[config.mk]
export PLATFORM = sky130hd
export DESIGN_NAME = adc_sample_scheduler
export DESIGN_NICKNAME = d
export VERILOG_FILES = /design/src/rtl/adc_sample_scheduler.sv
export SDC_FILE = /design/constraint.sdc
export NUM_CORES = 1
export LEC_CHECK = 0
export CAP_MARGIN = 5
export CORE_MARGIN = 2
export CORE_UTILIZATION = 50
export CTS_CLUSTER_SIZE = 40
export DETAILED_ROUTE_END_ITERATION = 6
export GPL_ROUTABILITY_DRIVEN = 1
export GPL_TIMING_DRIVEN = 0
export MAX_ROUTING_LAYER = met4
export PLACE_DENSITY = 0.76
export SYNTH_ARGS = -nofsm -noshare
export SYNTH_HDL_FRONTEND = slang
export SYNTH_SLANG_ARGS = --single-unit
export TNS_END_PERCENT = 1
[constraint.sdc]
create_clock -name clk -period 2.3 [get_ports clk]
set_input_delay 0.46 -clock clk [delete_from_list [all_inputs] [get_ports clk]]
set_output_delay 0.46 -clock clk [all_outputs]
set_load 0.005 [all_outputs]
[src/rtl/adc_sample_scheduler.sv]
// adc_sample_scheduler: paced XADC DRP reader for the VT (aux6) and CT
// (aux7) channels. Each sample tick reads both channels back-to-back and
// emits the pair on one strobe, together with a frame buffer index.
// Optional drdy watchdog: define ADC_SCHED_TIMEOUT_EN.
// Ports: clk, rst (sync, active-high), run, drdy, do_in[15:0] in;
//   den, daddr[6:0], vt_start, vt_sample[15:0], ct_start, ct_sample[15:0],
//   sample_idx[IDX_W-1:0], frame_done, overrun, timeout_err, busy out.
module adc_sample_scheduler #(
  parameter int unsigned SAMPLE_DIV = 78125,
  parameter logic [6:0]  VT_ADDR    = 7'h16,
  parameter logic [6:0]  CT_ADDR    = 7'h17,
  parameter int unsigned FRAME_LEN  = 512,
  parameter int unsigned TIMEOUT    = 64,
  localparam int unsigned IDX_W = $clog2(FRAME_LEN)
) (
  input  logic             clk,
  input  logic             rst,
  input  logic             run,
  input  logic             drdy,
  input  logic [15:0]      do_in,
  output logic             den,
  output logic [6:0]       daddr,
  output logic             vt_start,
  output logic [15:0]      vt_sample,
  output logic             ct_start,
  output logic [15:0]      ct_sample,
  output logic [IDX_W-1:0] sample_idx,
  output logic             frame_done,
  output logic             overrun,
  output logic             timeout_err,
  output logic             busy
);

  localparam int unsigned CNT_W = $clog2(SAMPLE_DIV);

  typedef enum logic [2:0] {
    S_IDLE,
    S_RD_VT,
    S_WT_VT,
    S_RD_CT,
    S_WT_CT,
    S_EMIT
  } state_t;

  state_t             state_q, state_d;
  logic [CNT_W-1:0]   cnt_q, cnt_d;
  logic [IDX_W-1:0]   idx_q, idx_d;
  logic [15:0]        vt_hold_q, vt_hold_d;
  logic               den_q, den_d;
  logic [6:0]         daddr_q, daddr_d;
  logic               strobe_q, strobe_d;
  logic [15:0]        vt_sample_q, vt_sample_d;
  logic [15:0]        ct_sample_q, ct_sample_d;
  logic [IDX_W-1:0]   sample_idx_q, sample_idx_d;
  logic               frame_done_q, frame_done_d;
  logic               tick;

`ifdef ADC_SCHED_TIMEOUT_EN
  localparam int unsigned WD_W = $clog2(TIMEOUT + 1);
  logic [WD_W-1:0]    wd_q, wd_d;
  logic               timeout_err_q, timeout_err_d;
  logic               wd_exp;
  // wd_q counts cycles since the last den; expiry lands the error
  // pulse exactly TIMEOUT cycles after den.
  assign wd_exp = (wd_q == WD_W'(TIMEOUT - 1)) && !drdy;
`endif

  assign tick = run && (cnt_q == CNT_W'(SAMPLE_DIV - 1));

  always_comb begin
    state_d      = state_q;
    cnt_d        = (!run || tick) ? '0 : cnt_q + 1'b1;
    idx_d        = idx_q;
    vt_hold_d    = vt_hold_q;
    den_d        = 1'b0;
    daddr_d      = daddr_q;
    strobe_d     = 1'b0;
    vt_sample_d  = vt_sample_q;
    ct_sample_d  = ct_sample_q;
    sample_idx_d = sample_idx_q;
    frame_done_d = 1'b0;
`ifdef ADC_SCHED_TIMEOUT_EN
    timeout_err_d = 1'b0;
`endif
    unique case (state_q)
      S_IDLE: begin
        if (tick) begin
          state_d = S_RD_VT;
          den_d   = 1'b1;
          daddr_d = VT_ADDR;
        end
      end
      S_RD_VT: state_d = S_WT_VT;
      S_WT_VT: begin
        if (drdy) begin
          vt_hold_d = do_in;
          state_d   = S_RD_CT;
          den_d     = 1'b1;
          daddr_d   = CT_ADDR;
        end
`ifdef ADC_SCHED_TIMEOUT_EN
        else if (wd_exp) begin
          state_d       = S_IDLE;
          timeout_err_d = 1'b1;
        end
`endif
      end
      S_RD_CT: state_d = S_WT_CT;
      S_WT_CT: begin
        if (drdy) begin
          // Strobe and sample words are registered together so the
          // pair appears in the EMIT cycle.
          state_d      = S_EMIT;
          strobe_d     = 1'b1;
          vt_sample_d  = vt_hold_q;
          ct_sample_d  = do_in;
          sample_idx_d = idx_q;
          frame_done_d = (idx_q == IDX_W'(FRAME_LEN - 1));
          idx_d        = idx_q + 1'b1;
        end
`ifdef ADC_SCHED_TIMEOUT_EN
        else if (wd_exp) begin
          state_d       = S_IDLE;
          timeout_err_d = 1'b1;
        end
`endif
      end
      S_EMIT:  state_d = S_IDLE;
      default: state_d = S_IDLE;
    endcase
`ifdef ADC_SCHED_TIMEOUT_EN
    if (den_d)
      wd_d = '0;
    else if (wd_q == WD_W'(TIMEOUT))
      wd_d = wd_q;
    else
      wd_d = wd_q + 1'b1;
`endif
  end

  always_ff @(posedge clk) begin
    if (rst) begin
      state_q      <= S_IDLE;
      cnt_q        <= '0;
      idx_q        <= '0;
      vt_hold_q    <= '0;
      den_q        <= 1'b0;
      daddr_q      <= VT_ADDR;
      strobe_q     <= 1'b0;
      vt_sample_q  <= '0;
      ct_sample_q  <= '0;
      sample_idx_q <= '0;
      frame_done_q <= 1'b0;
`ifdef ADC_SCHED_TIMEOUT_EN
      wd_q          <= '0;
      timeout_err_q <= 1'b0;
`endif
    end else begin
      state_q      <= state_d;
      cnt_q        <= cnt_d;
      idx_q        <= idx_d;
      vt_hold_q    <= vt_hold_d;
      den_q        <= den_d;
      daddr_q      <= daddr_d;
      strobe_q     <= strobe_d;
      vt_sample_q  <= vt_sample_d;
      ct_sample_q  <= ct_sample_d;
      sample_idx_q <= sample_idx_d;
      frame_done_q <= frame_done_d;
`ifdef ADC_SCHED_TIMEOUT_EN
      wd_q          <= wd_d;
      timeout_err_q <= timeout_err_d;
`endif
    end
  end

  assign den        = den_q;
  assign daddr      = daddr_q;
  assign vt_start   = strobe_q;
  assign ct_start   = strobe_q;
  assign vt_sample  = vt_sample_q;
  assign ct_sample  = ct_sample_q;
  assign sample_idx = sample_idx_q;
  assign frame_done = frame_done_q;
  assign busy       = (state_q != S_IDLE);
  // A tick in any non-IDLE cycle, EMIT included, is dropped.
  assign overrun    = tick && busy;
`ifdef ADC_SCHED_TIMEOUT_EN
  assign timeout_err = timeout_err_q;
`else
  assign timeout_err = 1'b0;
`endif

endmodule

==> metrics.yaml <==
drt:
  wl_met3_um: 276
  routedWlPerCell_um: 13.0
  dr_wl_met2_um: 4040
  wl_um: 8030
  drtIter0Drc: 130
  ant_nets: 0
  route.detailed.drc: 0
  viasPerCell: 4.98
  top_layer: "met4"
  vias: 3073
  first_pass_iters: 4
  wl_met1_um: 3630
sta:
  finalSetupTns_ns: -0.0467
  hold_viol: 0
  maxSlewHeadroom: 0.659
  min_period_ns: 2.35
  drv_slew: 0
  fin_ws_ns: -0.0467
  setup_viol: 1
  rsz0062_at_grt: "yes"
  fin_skew_ns: 0.00914
  min_period_over_period: 1.02
  hold_slack_ns: 0.450
  fmax_ghz: 0.426
  tightest_slew_ns: 0.512
synthesis:
  yosys-top-cells-area: "dfxtp_1 (51%), nand2_1 (13%), a21oi_1 (9.4%)"
  synth_most_common_cell: "nand2_1"
  synth_top_area_frac: 0.512
  yosys_warnings: 0
  syn_area_sq_um: 3520
  netlist_top_cells_count: "nand2_1 (125), dfxtp_1 (90), a21oi_1 (66)"
  ys.flop_type: "dfxtp_1"
  synth_edf_count: 0
  syn_inst: 431
  synth_cell_types: 33
  synth_area_per_cell_sq_um: 8.17
  ys_seq_area_frac: 0.512
  synth_area_leader_cell: "dfxtp_1"
  synthArstFlopShare: 0
  synth-seq-cells: 90
clocking:
  cts_sinks: 90
  clkSlewWorstSetupHoldPaths_ns: 0.09
  cts_buffers: 9
  root_buffer: "clkbuf_8"
  cts_tree: "yes"
  ctsLongestPathBuffers: 2
  htree_levels: 3
  cts_hold_buffers: 0
  insertion_delay_ns: 0.35
floorplan:
  die_area_sq_um: 7730
  start_util: 0.518
  core_area_sq_um: 6790
  die_h_um: 87.9
  fp.dieW_um: 87.9
  rows: 30
  io_pins: 75
min_path:
  holdCritStartpoint: "vt_hold_q[4]"
  hold_path_class: "reg2reg"
placed_design:
  hpwl_um: 5780
  place.gp.congestion: 0.794
  io_buffers: 66
  dp_worst_setup_slack_ns: -0.276
flow_run:
  maxCapViolCount: 0
outcome:
  violations: "setup timing"
  status: "finished, violations left"
finish:
  area_delta_synth_final_pct: 29.8
  diodes: 0
  layout.nets: 540
  drive_gt1_frac: 0.0883
setup_path:
  arrival_ns: 1.89
  crit_path_end_kind: "output pin"
  required_ns: 1.84
  cp_max_fo: 2
  timing.rr.start: "state_q[2]"
  crit_start: "cnt_q[0]"
  path_class: "reg2out"
  worst_setup_path_start_kind: "flop"
pwr:
  power_leakage_nw: 1.55
  ir_worst_vdd_v: 0.000372
  totalPowerFinal_w: 0.00278
  power_density_nw_per_um2: 608
global_route:
  grt_util_all_layers: 0.223
  grt_pass1_vias: 2848
  grt_pass1_wl_um: 13000
  overflow: 0
  antenna_found_initial: 0
  grt_max_degree: 16
worst max-delay path, cell delays in order (launching register included):
cell,delay [ns]
dfxtp_2,0.34
inv_2,0.05
ha_2,0.14
or4b_4,0.46
nor4_4,0.26
and3_1,0.18
buf_2,0.11
per-layer routing:
metal,vias up,GRT usage
li1,1575,-
met1,1433,0.275
met2,58,0.367
met3,7,0.0556
met4,0,0.0573
met5,-,-
cell families (layout without fill, tap and decap cells):
family                     count (synthesis)  in the layout  synth area share
buffers and inverters                     41            126            0.0565
DFF                                       90             90             0.512
AOI/OAI and AO/OA                         72             72             0.103
muxes                                      1              1           0.00284
adders and majority gates                  4              4            0.0142
and+or+nand+nor                          202            202             0.262
xor gates and xnor gates                  19             19            0.0473
other                                      2              7           0.00213
sequential cells by signal (all words and copies together) (netlist names):
register / flops
cnt_q: 17
ct_sample: 16
ct_start: 1
daddr: 1
den: 1
frame_done: 1
idx_q: 9
sample_idx: 9
state_q: 3
vt_hold_q: 16
vt_sample: 16
area by class of cell:
| type | instances | area (sq um) |
|---|---|---|
| sequential | 90 | 1810 |
| multi-input combinational | 305 | 1550 |
| tap | 96 | 120 |
| fill | 603 | 2220 |
| timing repair buffer | 70 | 686 |
| buffer | 35 | 176 |
| inverter | 5 | 18.8 |
| clock inverter | 5 | 62.6 |
| clock buffer | 11 | 151 |
what timing repair did:
action | 4_1_cts | 5_1_grt
gates cloned | 0 | 0
setup buffers | 3 | 1
pin swaps | 3 | 2
endpoints found under the setup margin | 1 | 31
gates resized for setup | 10 | 4
cells in the final DEF, fill, tap and decap left out, types with 5 or more instances in the layout:
cell	instances
nand3_1	11
buf_4	13
conb_1	7
nand2_1	125
xor2_1	12
clkdlybuf4s50_1	65
o21ai_0	5
nand4_1	9
dfxtp_1	87
a21oi_1	66
clkbuf_8	11
clkbuf_1	22
or3_1	7
xnor2_1	7
nor2_1	24
nor3_1	5
power breakdown:
| group | switching [W] | leakage, nW | internal (W) | total [W] |
|---|---|---|---|---|
| logic | 0.0000507 | 0.722 | 0.0000491 | 0.0000998 |
| registers | 0.00000138 | 0.726 | 0.00156 | 0.00156 |
| clock network | 0.000554 | 0.102 | 0.000565 | 0.00112 |
through the flow:
stage	instances	cell area, sq um	utilization
2_1_floorplan	436	3540	-
3_3_place_gp	598	4320	0.636
3_5_place_dp	598	4320	0.636
4_1_cts	617	4560	0.671
5_1_grt	617	4570	0.673
6_report	617	4570	0.673
final timing paths:
kind	endpoint	slack (ns)	cells after the start
setup / recovery	overrun	-0.05	6
hold / removal	vt_sample[4]	0.45	2
setup reg to reg	vt_sample[6]	0.22	6
hold reg to reg	vt_sample[4]	0.45	2
Note: power is estimated with default switching activity, not from simulation.
